<file path="src/rtl/pwd_pkg.sv">
// Shared definitions for the password candidate generator: digit count,
// ASCII offset, FSM state encoding and BCD helper functions.
package pwd_pkg;

    localparam int         BCD_DIGITS = 8;
    localparam logic [7:0] ASCII_ZERO = 8'h30;

    typedef enum logic [2:0] {
        ST_IDLE = 3'b001,
        ST_RUN  = 3'b010,
        ST_DONE = 3'b100
    } state_t;

    function automatic logic [8*BCD_DIGITS-1:0] bcd_to_ascii(input logic [4*BCD_DIGITS-1:0] bcd);
        logic [8*BCD_DIGITS-1:0] r;
        r = '0;
        for (int i = 0; i < BCD_DIGITS; i++) begin
            r[8*i +: 8] = ASCII_ZERO + {4'h0, bcd[4*i +: 4]};
        end
        return r;
    endfunction

    function automatic bit bcd_is_legal(input logic [4*BCD_DIGITS-1:0] v);
        for (int i = 0; i < BCD_DIGITS; i++) begin
            if (v[4*i +: 4] > 4'd9) return 1'b0;
        end
        return 1'b1;
    endfunction

endpackage

</file>
<file path="src/rtl/bcd_add8.sv">
// Combinational 8-digit packed-BCD adder with decimal carry between digits
// and a carry out of the most significant digit.
module bcd_add8
    import pwd_pkg::*;
(
    input  logic [4*BCD_DIGITS-1:0] a,
    input  logic [4*BCD_DIGITS-1:0] b,
    output logic [4*BCD_DIGITS-1:0] sum,
    output logic                    cout
);

    logic [BCD_DIGITS:0] carry;

    assign carry[0] = 1'b0;

    for (genvar gi = 0; gi < BCD_DIGITS; gi++) begin : g_digit
        logic [4:0] raw;
        assign raw = {1'b0, a[4*gi +: 4]} + {1'b0, b[4*gi +: 4]} + {4'b0, carry[gi]};
        assign carry[gi+1] = (raw > 5'd9);
        // Adding 6 to a result above 9 wraps the nibble to raw - 10.
        assign sum[4*gi +: 4] = carry[gi+1] ? (raw[3:0] + 4'd6) : raw[3:0];
    end

    assign cout = carry[BCD_DIGITS];

endmodule

</file>
<file path="src/rtl/pwd_cand_gen.sv">
// Packed-BCD password candidate generator: walks START..END in STRIDE steps,
// presenting each candidate over a valid/ready handshake in BCD and ASCII.
module pwd_cand_gen
    import pwd_pkg::*;
#(
    parameter logic [31:0] START_BCD  = 32'h00000000,
    parameter logic [31:0] END_BCD    = 32'h99999999,
    parameter logic [31:0] STRIDE_BCD = 32'h00000001
) (
    input  logic        clk,
    input  logic        reset_n,
    input  logic        start,
    input  logic        stop,
    output logic        cand_valid,
    input  logic        cand_ready,
    output logic [31:0] cand_bcd,
    output logic [63:0] cand_ascii,
    output logic        busy,
    output logic        exhausted,
    output logic [31:0] issued_count
);

    localparam bit PARAMS_LEGAL = bcd_is_legal(START_BCD) && bcd_is_legal(END_BCD)
                               && bcd_is_legal(STRIDE_BCD) && (START_BCD <= END_BCD)
                               && (STRIDE_BCD != 32'h0);

    param_check: assert property (@(posedge clk) PARAMS_LEGAL)
        else $error("pwd_cand_gen: illegal BCD parameters");

    state_t      state_reg, state_next;
    logic [31:0] cur_reg, cur_next;
    logic [31:0] cnt_reg, cnt_next;
    logic        exh_reg, exh_next;

    logic [31:0] cur_sum;
    logic        cur_cout;
    logic [31:0] cnt_sum;
    logic        cnt_carry_unused;
    logic        handshake;
    logic        next_in_range;

    bcd_add8 u_next_add (
        .a    (cur_reg),
        .b    (STRIDE_BCD),
        .sum  (cur_sum),
        .cout (cur_cout)
    );

    // Counter wraps 99999999 -> 0, so its carry out is deliberately dropped.
    bcd_add8 u_cnt_add (
        .a    (cnt_reg),
        .b    (32'h00000001),
        .sum  (cnt_sum),
        .cout (cnt_carry_unused)
    );

    assign handshake     = (state_reg == ST_RUN) && cand_ready;
    // Binary magnitude order matches decimal order for legal packed BCD.
    assign next_in_range = !cur_cout && (cur_sum <= END_BCD);

    always_comb begin
        state_next = state_reg;
        cur_next   = cur_reg;
        cnt_next   = cnt_reg;
        exh_next   = exh_reg;
        case (state_reg)
            ST_IDLE, ST_DONE: begin
                if (start) begin
                    state_next = ST_RUN;
                    cur_next   = START_BCD;
                    cnt_next   = '0;
                    exh_next   = 1'b0;
                end
            end
            ST_RUN: begin
                if (handshake) cnt_next = cnt_sum;
                if (stop) begin
                    state_next = ST_DONE;
                    exh_next   = 1'b0;
                end else if (handshake) begin
                    if (next_in_range) begin
                        cur_next = cur_sum;
                    end else begin
                        state_next = ST_DONE;
                        exh_next   = 1'b1;
                    end
                end
            end
            default: state_next = ST_IDLE;
        endcase
    end

    always_ff @(posedge clk) begin
        if (!reset_n) begin
            state_reg <= ST_IDLE;
            cur_reg   <= START_BCD;
            cnt_reg   <= '0;
            exh_reg   <= 1'b0;
        end else begin
            state_reg <= state_next;
            cur_reg   <= cur_next;
            cnt_reg   <= cnt_next;
            exh_reg   <= exh_next;
        end
    end

    assign cand_valid   = (state_reg == ST_RUN);
    assign busy         = (state_reg == ST_RUN);
    assign exhausted    = exh_reg;
    assign issued_count = cnt_reg;
    assign cand_bcd     = cur_reg;
    assign cand_ascii   = bcd_to_ascii(cur_reg);

endmodule

</file>
<file path="config.mk">
export PLATFORM = sky130hd
export DESIGN_NAME = pwd_cand_gen
export DESIGN_NICKNAME = d
export VERILOG_FILES = /design/src/rtl/pwd_pkg.sv /design/src/rtl/bcd_add8.sv /design/src/rtl/pwd_cand_gen.sv
export SDC_FILE = /design/constraint.sdc
export NUM_CORES = 1
export LEC_CHECK = 0
export ABC_AREA = 1
export BUFFER_PORTS_ARGS = -buffer_cell sky130_fd_sc_hd__buf_2
export CORE_UTILIZATION = 40
export DETAILED_ROUTE_END_ITERATION = 12
export GPL_TIMING_DRIVEN = 0
export PLACE_DENSITY = 0.65
export SETUP_SLACK_MARGIN = 0.3
export SLEW_MARGIN = 20
export SYNTH_ARGS = -nofsm -noshare
export SYNTH_HDL_FRONTEND = slang
export SYNTH_SLANG_ARGS = --single-unit
</file>
<file path="constraint.sdc">
create_clock -name clk -period 9 [get_ports clk]
set_input_delay 0.45 -clock clk [delete_from_list [all_inputs] [get_ports clk]]
set_output_delay 0.45 -clock clk [all_outputs]
set_load 0.03 [all_outputs]
</file>
==> impl_metrics.tcl, run 1 <==
set metrics [dict create \
    post-route-period-util 1.08 \
    clk_latency_ns 0.34 \
    row_count 42 \
    wl_mm 16.4 \
    synth_ff_type "dfxtp_1" \
    seq_area_frac_synth 0.248 \
    io_pins 136 \
    critical_path.most_common_cell "ha_4" \
    max_cap_violations 0 \
    pre_cts_slack_ns -1.08 \
    grt_pass1_vias 5187 \
    irDropWorstVdd_mv 0.113 \
    grtUsageTotal 0.205 \
    setup_viol 4 \
    drv_slew 0 \
    crit_buf_inv 11 \
    critical_path_arrival_ns 9.97 \
    drt_iter0_markers 296 \
    area_delta_synth_final_pct 54.2 \
    ys.warnings.count 0 \
    fmax_ghz 0.103 \
    worstPathMaxFanout 5 \
    layout-drive-gt1-share 0.429 \
    cts_inserted_buffers 9 \
    cp_top_family "adder cells" \
    initial_core_util 0.412 \
    synth_cell_types 37 \
    die_h_um 119 \
    cts_max_path_buffers 2 \
    portBuffers 103 \
    yosysTopAreaCellShare 0.248 \
    synth_edf_count 0 \
    worst_pin_slew_ns 0.628 \
    grt_pass1_wl_mm 23.7 \
    skew_ns 0.00530 \
    cts_tree "done" \
    dieArea_sq_mm 0.0142 \
    num_vias 6013 \
    detail_route.vias_per_cell 4.91 \
    slew_headroom 0.580 \
    power_density_mw_per_mm2 116 \
    violations "setup timing" \
    layout_setup_ws_ns -0.707 \
    async_reset_ff_frac 0 \
    ys_seq_elements 68 \
    postRouteAntennaNets 0 \
    hold_class "in2reg" \
    hpwl_mm 9.96 \
    required_ns 9.27 \
    critPathLaunchType "flop" \
    endpoint_kind "flop" \
    cts_hold_buf 0 \
    final_cells 1225 \
    netlist_area_sq_mm 0.00550 \
    hold_violations 0 \
    syn_inst 802 \
    crit_slowest_cell "dfxtp_4" \
    fin_crit_ns 9.71 \
    yosys-top-cells-count "nand2_1, a21oi_1, inv_1" \
    nets 1104 \
    syn_area_per_cell_sq_um 6.86 \
    antenna_found_initial 1 \
    path_clk_slew_ns 0.06 \
    clkSinkCount 68 \
    drc 0 \
    drt_pass1_iterations 5 \
    cp_slowest_stage_delay_ns 0.38 \
    leakagePower_nw 3.90 \
    gp_congestion 0.822 \
    dp.cells 1111 \
    gr-total-overflow 0 \
    status "complete, but fails checks" \
    critical_path_class "reg2reg" \
    wl_per_cell_um 13.4 \
    die_x_um 119 \
    cts.htree.levels 3 \
    core_sq_mm 0.0133 \
    grt_max_degree 12 \
    rsz0062_at_grt "true" \
    synth_area_leader_cell "dfxtp_1" \
    diodes 0 \
    yosysMostFrequentCell "nand2_1" \
    cts_root_buffer "clkbuf_16" \
    synth.top_cells.by_area "dfxtp_1, ha_1, nand2_1" \
]
==> power breakdown <==
group	switching [mW]	internal, mW	leakage, nW
logic	0.230	0.109	3.21
clock network	0.138	0.192	0.135
registers	0.00510	0.308	0.552
total	0.373	0.609	3.90
==> worst paths after layout <==
kind,cells after the start,start,slack [ns],end
min reg2reg,2,exhausted,0.47,exhausted
max,71,issued_count[1],-0.71,issued_count[29]
min,2,reset_n,0.37,state_reg[0]
max reg2reg,71,issued_count[1],-0.71,issued_count[29]
==> metrics by stage <==
stage                     hold WS, ns  setup TNS [ns]  total power, mW   util  instance area (sq um)
after global routing            0.384           -5.18             1.03  0.635                   8480
after CTS                       0.366           -1.71            0.979  0.568                   7590
after floorplan                 0.452          -0.750            0.530      -                   5930
after global placement          0.452          -22.38            0.605  0.499                   6660
after detailed placement        0.463          -24.96            0.605  0.499                   6660
final                           0.369           -2.57            0.983  0.635                   8480
==> area by class of cell <==
cell class	instances	area, sq um
Clock buffer	11	243
Tap cell	176	220
Buffer	88	612
Clock inverter	5	27.5
Fill cell	1185	4870
Multi-Input combinational cell	596	4360
Inverter	80	310
Sequential cell	68	1380
Timing Repair Buffer	201	1330
==> per-layer routing <==
metal | routed length (um) | vias up | global-route usage
li1 | - | 3047 | -
met4 | 312 | 2 | 0.0775
met5 | 10 | - | 0
met2 | 8390 | 159 | 0.355
met1 | 6840 | 2777 | 0.237
met3 | 894 | 28 | 0.0589
==> cells by family after synthesis <==
| group | count (synthesis) | share of synthesized area |
|---|---|---|
| AOI/OAI and AO/OA | 129 | 0.124 |
| xor gates and xnor gates | 33 | 0.0553 |
| adders and majority gates | 55 | 0.125 |
| buffers and inverters | 168 | 0.165 |
| DFF | 68 | 0.248 |
| other | 2 | 0.00137 |
| and+or+nand+nor | 347 | 0.281 |
==> what timing repair did <==
item,CTS,global route
gates resized for setup,55,113
gates cloned,3,0
setup buffers,56,39
pin swaps,28,62
endpoints found under the hold margin,0,0
endpoints found under the setup margin,43,44
==> placed cells by master (no fill, tap or decap), drive strengths merged <==
master and count:
a32o 1, and2 2, conb 32, o21bai 1
a311oi 2, xnor2 17, xor2 16, nor3 1
nand4 35, a221oi 1, nand3b 3, nand2 186
a21boi 2, nor2 44, a211oi 1, nand3 70
clkinvlp 1, inv 79, buf 274, o211ai 2
clkinv 5, clkbuf 26, o21ai 27, ha 55
or2 6, dfxtp 68, a31o 1, a21oi 91
No activity file was read; power rests on OpenSTA's default activity.
==> run 2: changes to the inputs <==
--- a/config.mk
+++ b/config.mk
@@ -7,10 +7,9 @@
 export LEC_CHECK = 0
 export ABC_AREA = 1
 export BUFFER_PORTS_ARGS = -buffer_cell sky130_fd_sc_hd__buf_2
-export CORE_UTILIZATION = 40
+export CORE_UTILIZATION = 34
 export DETAILED_ROUTE_END_ITERATION = 12
 export GPL_TIMING_DRIVEN = 0
-export PLACE_DENSITY = 0.65
 export SETUP_SLACK_MARGIN = 0.3
 export SLEW_MARGIN = 20
 export SYNTH_ARGS = -nofsm -noshare
==> run 2 against run 1 <==
The run ends with DRC, setup timing left. Clock-buffer cell count up 1. Power up 17%. Hold slack about the same. Critical endpoint is now issued_count[31]. Register-to-register slack better by 0.21 ns. Cell area up 0.71%. Global-route usage down 3.4 points. Largest cell class unchanged. Core utilization down 9.6 points.
==> impl_metrics.tcl, run 2 (synthesis gave the netlist of run 1 again) <==
set metrics [dict create \
    io_pins 136 \
    final_cell_area_sq_mm 0.00854 \
    tns_ns -1.42 \
    die_x_um 129 \
    irDropWorstVdd_mv 0.128 \
    cts_max_path_buffers 2 \
    fin_crit_ns 9.50 \
    wl_met3_um 760 \
    leakagePower_nw 3.94 \
    hpwl_mm 10.2 \
    skew_ns 0.00966 \
    setup_viol 3 \
    hold_class "in2reg" \
    layout_common_cells "buf_4, nand2_1, buf_2, a21oi_1, dfxtp_1" \
    core_sq_mm 0.0158 \
    crit_slowest_cell "dfxtp_4" \
    worstPathMaxFanout 5 \
    final_cells 1247 \
    cts_inserted_buffers 9 \
    drv_slew 0 \
    critical_path_class "reg2reg" \
    layout_setup_ws_ns -0.496 \
    cts_root_buffer "clkbuf_16" \
    p_total_mw 1.15 \
    grt_pass1_wl_mm 22.7 \
    drt_iter0_markers 264 \
    violations "DRC, setup timing" \
    final_common_cell "buf_4" \
    layout-drive-gt1-share 0.446 \
    grtUsageTotal 0.171 \
    wl_per_cell_um 12.3 \
    antenna_found_initial 0 \
    cts_tree "done" \
    wl_mm 15.4 \
    dieArea_sq_mm 0.0167 \
    endpoint_kind "flop" \
    max_cap_violations 0 \
    grt_max_degree 12 \
    clkSinkCount 68 \
    portBuffers 103 \
    rsz0062_at_grt "true" \
    filler_cell_count 1460 \
    drt_pass1_iterations 9 \
    path_clk_slew_ns 0.06 \
    power_density_mw_per_mm2 135 \
    gp_congestion 0.800 \
    detail_route.vias_per_cell 4.64 \
    required_ns 9.20 \
    gr-total-overflow 0 \
    post-route-period-util 1.06 \
    diodes 0 \
    hold_violations 0 \
    wl_met2_mm 7.76 \
    num_vias 5781 \
    critical_path_arrival_ns 9.70 \
    critical_path.most_common_cell "ha_4" \
    critPathLaunchType "flop" \
    die_h_um 129 \
    drc 1 \
    grt_pass1_vias 4791 \
    row_count 46 \
    met1Wirelength_mm 6.74 \
    initial_core_util 0.347 \
    area_delta_synth_final_pct 55.3 \
    cts.htree.levels 3 \
    dp.cells 1151 \
    nets 1086 \
    placed_cell_area_sq_mm 0.00671 \
    status "complete, but fails checks" \
    clk_latency_ns 0.34 \
    cts_hold_buf 0 \
    worst_pin_slew_ns 0.706 \
    postRouteAntennaNets 0 \
    routed.top_layer "met4" \
    fmax_ghz 0.105 \
    slew_headroom 0.529 \
    cp_slowest_stage_delay_ns 0.38 \
]
## run 2: cell count changes in the layout (fill, tap and decap cells not counted), moves of 4 or more
cell / previous run / this run
nand2_1: 152 / 133
buf_6: 25 / 3
a21oi_1: 88 / 76
nand2_4: 11 / 26
nand2_2: 23 / 27
a21oi_2: 3 / 15
## run 2: layout make-up
type,count,area [sq um],share of cell area
timing repair buffer,183,1170,0.137
buffer,88,621,0.0727
inverter,80,308,0.0361
sequential,68,1380,0.162
clock buffer,12,258,0.0302
tap,216,270,0.0317
multi-input combinational,596,4460,0.522
clock inverter,4,70.1,0.00821
## run 2: critical path, delay by kind of cell, from the launching register on
| family | cells | cell delay [ns] |
|---|---|---|
| and+or+nand+nor | 20 | 1.39 |
| DFF | 1 | 0.38 |
| xor gates and xnor gates | 7 | 1.13 |
| adders and majority gates | 23 | 3.65 |
| AOI/OAI and AO/OA | 11 | 1.82 |
| buffers and inverters | 10 | 0.94 |
## run 2: report_power, final
group	total (mW)	internal (mW)	switching [mW]	leakage (nW)
registers	0.313	0.308	0.00535	0.552
logic	0.440	0.178	0.262	3.22
clock network	0.395	0.259	0.137	0.162
## run 2: final timing paths
| kind | startpoint | cells after the start | slack (ns) | end |
|---|---|---|---|---|
| max | issued_count[0] | 71 | -0.50 | issued_count[31] |
| min | reset_n | 2 | 0.37 | state_reg[0] |
| max reg2reg | issued_count[0] | 71 | -0.50 | issued_count[31] |
| min reg2reg | exhausted | 2 | 0.48 | exhausted |
## run 2: per-stage QoR
stage	utilization	setup WS (ns)	hold slack, ns
6_report	0.539	-0.496	0.369
5_1_grt	0.539	-1.08	0.358
4_1_cts	0.469	-0.566	0.355
3_5_place_dp	0.424	-1.07	0.475
3_3_place_gp	0.424	-1.02	0.467
2_1_floorplan	-	-0.282	0.452
## run 2: layer usage
metal,vias up,GRT usage
met3,11,0.0434
met5,-,0
met4,0,0.0415
li1,3018,-
met1,2622,0.212
met2,130,0.294
## run 2: what timing repair did
item,4_1_cts,5_1_grt
endpoints found under the hold margin,0,0
buffers inserted,23,54
setup endpoints to repair,43,43
cloned,2,1
gates resized for setup,48,138
pin swaps,14,83
==> run 3: changes to the inputs <==
--- a/config.mk
+++ b/config.mk
@@ -10,6 +10,7 @@
 export CORE_UTILIZATION = 34
 export DETAILED_ROUTE_END_ITERATION = 12
 export GPL_TIMING_DRIVEN = 0
+export PLACE_DENSITY = 0.68
 export SETUP_SLACK_MARGIN = 0.3
 export SLEW_MARGIN = 20
 export SYNTH_ARGS = -nofsm -noshare
==> run 3 against run 2 <==
Clock skew decreased by 0.0045 ns. Largest power group unchanged. The flow finishes with violations (setup timing). Clock-buffer cell count increased by 1. Clock power decreased by 12%. Highest routed layer unchanged.
==> impl_metrics.tcl, run 3 (synthesis gave the netlist of run 1 again) <==
set metrics [dict create \
    final_cell_area_sq_mm 0.00901 \
    worstPathMaxFanout 4 \
    cp_top_family "buffers and inverters" \
    io_pins 136 \
    placed_cell_area_sq_mm 0.00671 \
    die_h_um 129 \
    cp_slowest_stage_delay_ns 0.37 \
    dp.cells 1151 \
    power_density_mw_per_mm2 115 \
    grtUsageTotal 0.186 \
    area_delta_synth_final_pct 63.9 \
    drt_iter0_markers 260 \
    final_common_cell "buf_4" \
    drt_pass1_iterations 5 \
    cts_tree "done" \
    clk_latency_ns 0.34 \
    cts.htree.levels 3 \
    cts_hold_buf 0 \
    path_clk_slew_ns 0.06 \
    critical_path.most_common_cell "buf_6" \
    postRouteAntennaNets 0 \
    wl_per_cell_um 13.9 \
    final_cells 1297 \
    fin_crit_ns 9.73 \
    grt_pass1_vias 5347 \
    hold_class "in2reg" \
    wl_mm 18.0 \
    drc 0 \
    dieArea_sq_mm 0.0167 \
    skew_ns 0.00514 \
    irDropWorstVdd_mv 0.114 \
    setup_viol 5 \
    cts_root_buffer "clkbuf_16" \
    portBuffers 103 \
    post-route-period-util 1.08 \
    drv_slew 0 \
    filler_cell_count 1389 \
    crit_slowest_cell "dfxtp_4" \
    critical_path_arrival_ns 10.00 \
    detail_route.vias_per_cell 4.80 \
    required_ns 9.27 \
    nets 1136 \
    worst_pin_slew_ns 0.666 \
    layout_common_cells "buf_4, nand2_1, buf_2, a21oi_1, dfxtp_1" \
    violations "setup timing" \
    grt_max_degree 12 \
    row_count 46 \
    critical_path_class "reg2reg" \
    p_total_mw 1.04 \
    core_sq_mm 0.0158 \
    cts_max_path_buffers 2 \
    layout_setup_ws_ns -0.726 \
    hold_violations 0 \
    rsz0062_at_grt "true" \
    max_cap_violations 0 \
    pre_cts_slack_ns -0.989 \
    grt_pass1_wl_mm 24.8 \
    layout-drive-gt1-share 0.473 \
    diodes 0 \
    initial_core_util 0.347 \
    leakagePower_nw 4.11 \
    status "complete, but fails checks" \
    num_vias 6221 \
    endpoint_kind "flop" \
    clkSinkCount 68 \
    slew_headroom 0.554 \
    holdWs_ns 0.359 \
    gp_congestion 0.820 \
    cts_inserted_buffers 9 \
    crit_buf_inv 37 \
    die_x_um 129 \
    hpwl_mm 10.2 \
    fmax_ghz 0.103 \
    antenna_found_initial 0 \
    critPathLaunchType "flop" \
    gr-total-overflow 0 \
]
run 3: cell types whose count changed in the layout (fill, tap and decap cells not counted), sizes merged:
cell	before	now
bufinv	2	0
clkinv	3	2
buf	255	304
inv	79	78
clkinvlp	0	3
clkbuf	28	30
run 3: report_power, final:
| part | leakage, nW | switching, mW | internal [mW] | total [mW] |
|---|---|---|---|---|
| Clock | 0.138 | 0.140 | 0.209 | 0.349 |
| Sequential | 0.552 | 0.00499 | 0.308 | 0.313 |
| Combinational | 3.42 | 0.241 | 0.135 | 0.376 |
| Total | 4.11 | 0.386 | 0.652 | 1.04 |
run 3: routing by layer:
metal / global-route usage / vias to the layer above / part of all wire
li1: - / 3124 / -
met1: 0.216 / 2883 / 0.41
met2: 0.329 / 172 / 0.51
met3: 0.0475 / 42 / 0.055
met4: 0.0630 / 0 / 0.027
met5: 0 / - / 0
run 3: path summary, 6_finish.rpt:
kind                   startpoint  slack [ns]  cells after the start          endpoint
setup reg to reg  issued_count[0]       -0.73                     76  issued_count[19]
hold reg to reg         exhausted        0.47                      2         exhausted
hold / removal            reset_n        0.36                      2      state_reg[0]
setup / recovery  issued_count[0]       -0.73                     76  issued_count[19]
run 3: layout make-up:
class | count | area (sq um) | area share
plain buffers | 88 | 616 | 0.0683
clock buffers | 13 | 270 | 0.0300
clock inverters | 3 | 20.0 | 0.00222
inverters | 80 | 314 | 0.0349
multi-input cells | 596 | 4480 | 0.497
flip-flops and latches | 68 | 1380 | 0.153
well taps | 216 | 270 | 0.0300
repair buffers | 233 | 1660 | 0.184
run 3: per-stage QoR:
step	setup TNS, ns	utilization
after global routing	-5.40	0.569
after detailed placement	-23.84	0.424
final	-3.10	0.569
after floorplan	-0.750	-
after CTS	-2.32	0.492
after global placement	-20.90	0.424
run 3: what timing repair did:
action,CTS,global route
setup endpoints to repair,43,45
gates cloned,1,2
gates resized for setup,41,179
pin swaps,26,76
buffers inserted,80,47
